--- src/rtl/ram_port_arb.sv ---
// Shares one external SRAM port between N_REQ requesters.
// Port 0 always wins; the rest are served round-robin. Each access is a fixed-length SRAM cycle.
module ram_port_arb #(
    parameter int N_REQ   = 4,
    parameter int ACC_CYC = 4,
    parameter int AW      = 23
) (
    input  logic                clk,
    input  logic                rst_n,
    input  logic [N_REQ-1:0]    req,
    input  logic [N_REQ-1:0]    req_we,
    input  logic [N_REQ*AW-1:0] req_addr,
    input  logic [N_REQ*8-1:0]  req_dati,
    output logic [N_REQ-1:0]    ack,
    output logic [7:0]          dato,
    output logic [2:0]          gnt_id,
    output logic                busy,
    output logic [AW-1:0]       ram_addr,
    output logic [7:0]          ram_dati,
    input  logic [7:0]          ram_dato,
    output logic                ram_ce,
    output logic                ram_oe,
    output logic                ram_we
);

    localparam int CW = (ACC_CYC > 1) ? $clog2(ACC_CYC) : 1;

    typedef enum logic [1:0] {IDLE, ACC, DONE} state_t;

    state_t         state_q;
    logic [CW-1:0]  cnt_q;
    logic           we_q;
    logic [AW-1:0]  addr_q;
    logic [7:0]     dati_q;
    logic [2:0]     gnt_q;
    logic [2:0]     rr_q;
    logic [N_REQ-1:0] ack_q;
    logic [7:0]     dato_q;
    logic           ce_q;
    logic           oe_q;
    logic           wen_q;
    logic           busy_q;

    logic [7:0]     reqPad;
    logic [7:0]     wePad;
    logic [2:0]     winner_d;
    logic           found;
    int             cand;
    int             nextCnt;

    assign reqPad  = 8'(req);
    assign wePad   = 8'(req_we);
    assign nextCnt = int'(cnt_q) + 1;

    // Port 0 pre-empts; otherwise search ports 1..N_REQ-1 starting just after the last winner.
    always_comb begin
        winner_d = 3'd0;
        found    = 1'b0;
        cand     = 0;
        if (req[0]) begin
            found = 1'b1;
        end else begin
            for (int i = 1; i < N_REQ; i++) begin
                cand = ((int'(rr_q) - 1 + i) % (N_REQ - 1)) + 1;
                if (!found && reqPad[3'(cand)]) begin
                    winner_d = 3'(cand);
                    found    = 1'b1;
                end
            end
        end
    end

    always_ff @(posedge clk) begin
        if (!rst_n) begin
            state_q <= IDLE;
            cnt_q   <= '0;
            we_q    <= 1'b0;
            addr_q  <= '0;
            dati_q  <= '0;
            gnt_q   <= '0;
            rr_q    <= 3'(N_REQ - 1);
            ack_q   <= '0;
            dato_q  <= 8'hFF;
            ce_q    <= 1'b0;
            oe_q    <= 1'b0;
            wen_q   <= 1'b0;
            busy_q  <= 1'b0;
        end else begin
            ack_q <= '0;
            case (state_q)
                IDLE: begin
                    if (|req) begin
                        addr_q  <= req_addr[int'(winner_d)*AW +: AW];
                        dati_q  <= req_dati[int'(winner_d)*8 +: 8];
                        we_q    <= wePad[winner_d];
                        gnt_q   <= winner_d;
                        if (winner_d != 3'd0) begin
                            rr_q <= winner_d;
                        end
                        cnt_q   <= '0;
                        ce_q    <= 1'b1;
                        oe_q    <= !wePad[winner_d];
                        wen_q   <= 1'b0;
                        busy_q  <= 1'b1;
                        state_q <= ACC;
                    end
                end
                ACC: begin
                    if (cnt_q == CW'(ACC_CYC - 1)) begin
                        if (!we_q) begin
                            dato_q <= ram_dato;
                        end
                        ce_q    <= 1'b0;
                        oe_q    <= 1'b0;
                        wen_q   <= 1'b0;
                        ack_q   <= N_REQ'(1) << gnt_q;
                        state_q <= DONE;
                    end else begin
                        // Strobe is computed for the next count so the registered output lines up with cnt.
                        cnt_q <= CW'(nextCnt);
                        wen_q <= we_q && (nextCnt >= 1) && (nextCnt <= ACC_CYC - 2);
                    end
                end
                DONE: begin
                    busy_q  <= 1'b0;
                    state_q <= IDLE;
                end
                default: begin
                    state_q <= IDLE;
                end
            endcase
        end
    end

    assign ack      = ack_q;
    assign dato     = dato_q;
    assign gnt_id   = gnt_q;
    assign busy     = busy_q;
    assign ram_addr = addr_q;
    assign ram_dati = dati_q;
    assign ram_ce   = ce_q;
    assign ram_oe   = oe_q;
    assign ram_we   = wen_q;

endmodule

--- config.mk ---
export PLATFORM = sky130hd
export DESIGN_NAME = ram_port_arb
export DESIGN_NICKNAME = d
export VERILOG_FILES = /design/src/rtl/ram_port_arb.sv
export SDC_FILE = /design/constraint.sdc
export NUM_CORES = 1
export LEC_CHECK = 0
export CAP_MARGIN = 10
export CORE_MARGIN = 5
export CORE_UTILIZATION = 30
export CTS_CLUSTER_DIAMETER = 50
export DETAILED_ROUTE_END_ITERATION = 16
export DONT_BUFFER_PORTS = 1
export MAX_ROUTING_LAYER = met4
export SYNTH_ARGS = -nofsm -noshare
export SYNTH_HDL_FRONTEND = slang
export SYNTH_SLANG_ARGS = --single-unit
--- constraint.sdc ---
create_clock -name clk -period 8.24 [get_ports clk]
set_input_delay 0.412 -clock clk [delete_from_list [all_inputs] [get_ports clk]]
set_output_delay 0.412 -clock clk [all_outputs]
set_load 0.01 [all_outputs]
==> metrics.md, run 1 <==
| Metric | Value |
|---|---|
| Global route overflow | `0` |
| Starting density of the core | `30.2%` |
| Routed WL per cell | `between 20 and 25 um` |
| Syn_nets | `between 1000 and 1500` |
| Buffer and inverter count on the worst path | `6` |
| Dpl hpwl | `~15000 um` |
| Buffers added on ports | `0` |
| CTS buffer count | `9` |
| Worst skew pair latency | `approximately 0.34 ns` |
| Peak Freq | `about 130 MHz` |
| Routed Antenna Nets | `0` |
| Hold Crit Depth | `1` |
| Ys async rst share | `0%` |
| H-tree depth | `3` |
| Placer Congestion | `roughly 0.83` |
| Via count | `6834` |
| TritonCTS clock tree | `done` |
| DRC Markers | `0` |
| Yosys top cell area share | `17.8%` |
| I/O pin count | `around 190` |
| Clk_skew | `between 0.01 and 0.015 ns` |
| Most used DFF post-synth | `dfxtp_1` |
| Top cells by count, synth | `nor3b_1 (95), a21oi_1 (87), clkbuf_1 (67), o211ai_1 (65), dfxtp_1 (58)` |
| Core Area | `21600 um^2` |
| Area of the die | `24800 um^2` |
| WP data arrival | `between 7 and 8 ns` |
| First-pass GRT wire length | `around 35000 um` |
| Worst path required time | `roughly 8.5 ns` |
| Period utilization | `about nine tenths` |
| Post-CTS Repair Setup Buffers | `0` |
| Max cap viols | `0` |
| Setup TNS | `0 ns` |
| Hold crit path type | `in -> reg` |
| DIE HEIGHT | `around 160 um` |
| Final Hold Fails | `0` |
| Synth-to-Final Area Change | `5.97%` |
| Setup crit end kind | `flip-flop` |
| CTS max path bufs | `2` |
| Levels on crit path | `37` |
| Share of layout cells above drive strength 1 | `a little under 7%` |
| Status | `completed` |
| 1st-pass router iterations | `6` |
| R2R depth | `37` |
| Worst Tran Pin Value | `slightly below 0.8 ns` |
| Syn Inst Count | `between 900 and 1000` |
| Final Max Slew Viols | `0` |
| Hold buffers post-CTS | `0` |
| Post-synth top area cell | `dfxtp_1` |
| Width of the die | `158 um` |
| Largest net degree at the start of global routing | `around 200` |
| Syn Area/Cell | `between 7 and 8 um^2` |
| Tot GR Track Use | `roughly 18%` |
| Startpoint Class | `flip-flop` |
| Root buf cell | `clkbuf_16` |
| Fin nets | `about 1000` |
| Netlist cell types | `~70` |
| Max FO, Critical Path | `15` |
| WS Path Type | `reg -> reg` |
| Final Critical Period | `7.44 ns` |
| Warnings from Yosys | `0` |
| Synthesized flop and latch total | `between 50 and 60` |
| Final setup viols | `0` |
| Clk sinks | `58` |
| Vias in the first global route | `6201` |
| CTS clock-pin slew for the worst setup and hold paths | `around 0.050 ns` |
| Total Wirelength | `about 23000 um` |
| Initial antenna violation count | `1` |
| Delay of the slowest critical-path stage | `around 0.47 ns` |
| Mapped Area | `approximately 6500 um^2` |
| DR iter-0 viols | `just under 500` |
| EDFF count, synth | `0` |
| Drt via density | `slightly above 6` |
| Most used cell, CP | `a21oi_1` |
| Rel. slew slack | `47.9%` |
| Crit-path leading delay family | `compound AO/OA/AOI/OAI gates` |
| Cts repair resizes | `0` |
| Slowest cell on crit path | `ha_2` |
| Top cells by area, synth | `dfxtp_1 (18%), nor3b_1 (11%), o211ai_1 (7.5%), a21oi_1 (6.7%), ha_1 (4.8%)` |
| Top-count cell post-synth | `nor3b_1` |
| Core Rows | `54` |
| RSZ-0062 raised after global routing | `no` |
| Register area share after synthesis | `17.8%` |
## cells by family (layout without fill, tap and decap cells)
logic type,count (synthesis),after routing,synth area share (%)
AND/OR/NAND/NOR,340,340,32.3
AO/OA/AOI/OAI,322,322,32.2
buffers and inverters,126,54,8.19
flip-flops,58,58,17.8
adder cells (fa/ha/maj),26,26,4.94
multiplexers,16,16,2.51
XOR/XNOR,15,15,2.12
other,0,1,0
## registers in the layout, summed over array words and instances (netlist names)
signal / cells
rr_q: 3
cnt_q: 2
gnt_id: 3
ram_ce: 1
ack: 4
ram_dati: 8
state_q: 2
we_q: 1
ram_oe: 1
ram_addr: 23
busy: 1
ram_we: 1
dato: 8
## final cells by class
class                           instances  area, um^2
Clock inverter                          4        26.3
Clock buffer                           12         256
Sequential cell                        58        1160
Inverter                               23        86.3
Multi-Input combinational cell        719        4890
Tap cell                              280         350
Fill cell                            2338       14700
Timing Repair Buffer                   15         150
Antenna cell                            1        2.50
## path summary, 6_finish.rpt
path                  from       end  slack (ns)
hold / removal       rst_n   dato[7]        0.18
hold reg to reg   cnt_q[1]  cnt_q[1]        0.50
setup reg to reg   rr_q[1]   rr_q[1]        0.80
setup / recovery   rr_q[1]   rr_q[1]        0.80
## routing by layer
layer | vias to the layer above | global-route usage [%] | wire [um]
li1 | 3334 | - | -
met1 | 3213 | 22.1 | 9420
met2 | 252 | 26.7 | 10300
met3 | 35 | 7.00 | 2410
met4 | 0 | 5.16 | 534
met5 | - | - | 0
## per-stage QoR
stage	setup WS, ns	hold slack (ns)	instances	util [%]	instance area (um^2)
global placement	0.584	0.476	1095	30.6	6630
CTS	0.361	0.158	1111	32.0	6910
global route	0.0917	0.158	1112	32.0	6930
detailed placement	0.399	0.482	1095	30.6	6630
finish	0.797	0.183	1112	32.0	6930
floorplan	0.414	0.464	903	-	6540
## placed cells by master (no fill, tap or decap), types with 9 or more instances in the layout
master,n
o21ai_0,48
xnor2_1,9
clkbuf_16,9
nand3_1,47
a221oi_1,31
dfxtp_1,57
buf_4,12
nor2b_1,10
a21oi_1,86
nand4_1,38
o21ai_1,30
inv_1,22
ha_1,23
nand4b_1,34
o211ai_1,65
nor2_1,31
nand2_1,43
nor3b_1,95
mux2i_1,13
Power of run 1 is left out: the tool's default activity adds up to more than one toggle a clock period on the data nets, which glitch-free logic cannot reach.
==> run 2, diff against run 1 <==
Settings changed: CORE_MARGIN 5 to unset.
==> metrics.md, run 2 (same netlist as run 1, synthesis figures left out) <==
| Metric | Value |
|---|---|
| DRC Markers | `0 (unchanged)` |
| Final setup viols | `0 (unchanged)` |
| Placed insts | `1089 (-0.55%)` |
| Largest net degree at the start of global routing | `198 (unchanged)` |
| Drt via density | `6.15 (+0.15%)` |
| WS Path Type | `reg -> reg` |
| Via count | `6807 (-0.40%)` |
| Crit Reg-Reg Endpoint | `ram_addr[1]` |
| Initial antenna violation count | `0 (-1)` |
| Reg2Reg Setup Slack | `0.75 ns (-0.05 ns)` |
| Dpl hpwl | `14400 um (-6.5%)` |
| Rel. slew slack | `35.1% (-13 points)` |
| Final Hold Fails | `0 (unchanged)` |
| Hold crit path type | `in -> reg` |
| CTS buffer count | `9 (unchanged)` |
| Max cap viols | `0 (unchanged)` |
| Worst skew pair latency | `0.34 ns (about the same)` |
| Final Critical Period | `7.49 ns (+0.0459 ns)` |
| Antenna cells | `0 (-1)` |
| Final Max Slew Viols | `0 (unchanged)` |
| Delay of the slowest critical-path stage | `0.81 ns (+0.34 ns)` |
| CTS clock-pin slew for the worst setup and hold paths | `0.06 ns (about the same)` |
| Startpoint Class | `flip-flop` |
| Max FFs per register | `23 (unchanged)` |
| Top sig layer | `met4` |
| Hold buffers post-CTS | `0 (unchanged)` |
| Worst r2r src | `rr_q[0]` |
| R2R depth | `34 (-8.1%)` |
| Post-CTS Repair Setup Buffers | `0 (unchanged)` |
| CP endpoint | `ram_addr[1]` |
| RSZ-0062 raised after global routing | `no` |
| Peak Freq | `134 MHz (-0.61%)` |
| Setup TNS | `0 ns (unchanged)` |
| Core Rows | `53 (-1.9%)` |
| Total Wirelength | `21800 um (-4.0%)` |
| Synth-to-Final Area Change | `5.74%` |
| H-tree depth | `3 (unchanged)` |
| Leading cell type in the layout, fill and taps excluded | `nor3b_1` |
| Tot GR Track Use | `19.0% (+1.3 points)` |
| Share of layout cells above drive strength 1 | `6.62% (-0.12 points)` |
| Root buf cell | `clkbuf_16` |
| Cts repair resizes | `0 (unchanged)` |
| WP data arrival | `7.76 ns (+0.10 ns)` |
| TritonCTS clock tree | `done` |
| Hold Crit Depth | `1 (unchanged)` |
| Width of the die | `150 um (-5.1%)` |
| Worst Tran Pin Value | `0.961 ns (+0.179 ns)` |
| DR iter-0 viols | `361 (-25%)` |
| Area of the die | `22400 um^2 (-9.9%)` |
| Starting density of the core | `30.8% (+0.57 points)` |
| 1st-pass router iterations | `5 (-1)` |
| Start point of the critical path | `rr_q[0]` |
| I/O pin count | `192 (unchanged)` |
| Fin nets | `993 (unchanged)` |
| Period utilization | `90.9% (+0.56 points)` |
| Metal1 wirelength | `9040 um (-4.0%)` |
| Final cell count without fillers | `1106 (-0.54%)` |
| Met2 Wirelength | `10100 um (-2.1%)` |
| Routed Antenna Nets | `0 (unchanged)` |
| Routed WL per cell | `19.7 um (-3.5%)` |
| DIE HEIGHT | `150 um (-5.1%)` |
| Core Area | `21200 um^2 (-1.9%)` |
| Vias in the first global route | `6124 (-1.2%)` |
| Status | `completed` |
| Met3 Wirelength | `2130 um (-12%)` |
| Global route overflow | `0 (unchanged)` |
| Commonest cells after routing, fill and taps aside | `nor3b_1 (95), a21oi_1 (86), o211ai_1 (65)` |
| Slowest cell on crit path | `o311ai_0` |
| Clk_skew | `0.0106 ns (-0.000470 ns)` |
| FILL cells | `2293 (-1.9%)` |
| Buffers added on ports | `0 (unchanged)` |
| Setup crit end kind | `flip-flop` |
| Placer Congestion | `0.864 (+3.7%)` |
| Worst path required time | `8.51 ns (+0.05 ns)` |
| First-pass GRT wire length | `32700 um (-5.3%)` |
| CTS max path bufs | `2 (unchanged)` |
| Clk sinks | `58 (unchanged)` |
| Max FO, Critical Path | `18 (+3)` |
-- run 2: cell count changes in the layout (fill, tap and decap cells not counted), sizes merged --
cell	change
or3	+1
clkbuf	-2
buf	-1
inv	+1
diode	-1
clkinvlp	+2
clkinv	-2
bufinv	+1
-- run 2: cell type report --
class                           count  area (um^2)  share of cell area, %
Inverter                           23         86.3                   1.25
Tap cell                          275          344                   4.98
Multi-Input combinational cell    720         4900                   70.8
Timing Repair Buffer               14          130                   1.88
Sequential cell                    58         1160                   16.8
Clock inverter                      6         66.3                  0.959
Clock buffer                       10          229                   3.31
-- run 2: layer usage --
layer	vias to the layer above	track usage (%)
met5	-	-
met4	0	6.53
met3	27	7.01
met2	275	29.5
met1	3180	22.5
li1	3325	-
-- run 2: worst min path at each step --
stage,from,to
2_1_floorplan,we_q,we_q
3_3_place_gp,cnt_q[1],cnt_q[1]
3_5_place_dp,cnt_q[1],cnt_q[1]
4_1_cts,rst_n,dato[6]
5_1_grt,rst_n,dato[6]
6_report,rst_n,dato[6]
-- run 2: critical path, delay by kind of cell (launching register included) --
family          cells  cell delay [ns]
fa+ha+maj           7             2.00
simple gates        8             1.47
compound gates     11             2.27
buf+inv             5             0.72
flops               1             0.32
mux                 1             0.24
xor+xnor            2             0.38
-- run 2: per-stage QoR --
stage          setup slack [ns]  cell area [um^2]  hold WS [ns]  utilization [%]
3_5_place_dp              0.579              6590         0.483             31.1
6_report                  0.751              6910         0.158             32.6
4_1_cts                   0.592              6890         0.131             32.5
2_1_floorplan             0.414              6540         0.464                -
5_1_grt                  0.0603              6910         0.134             32.6
3_3_place_gp              0.797              6590         0.481             31.1
Power of run 2 is left out for the same reason.
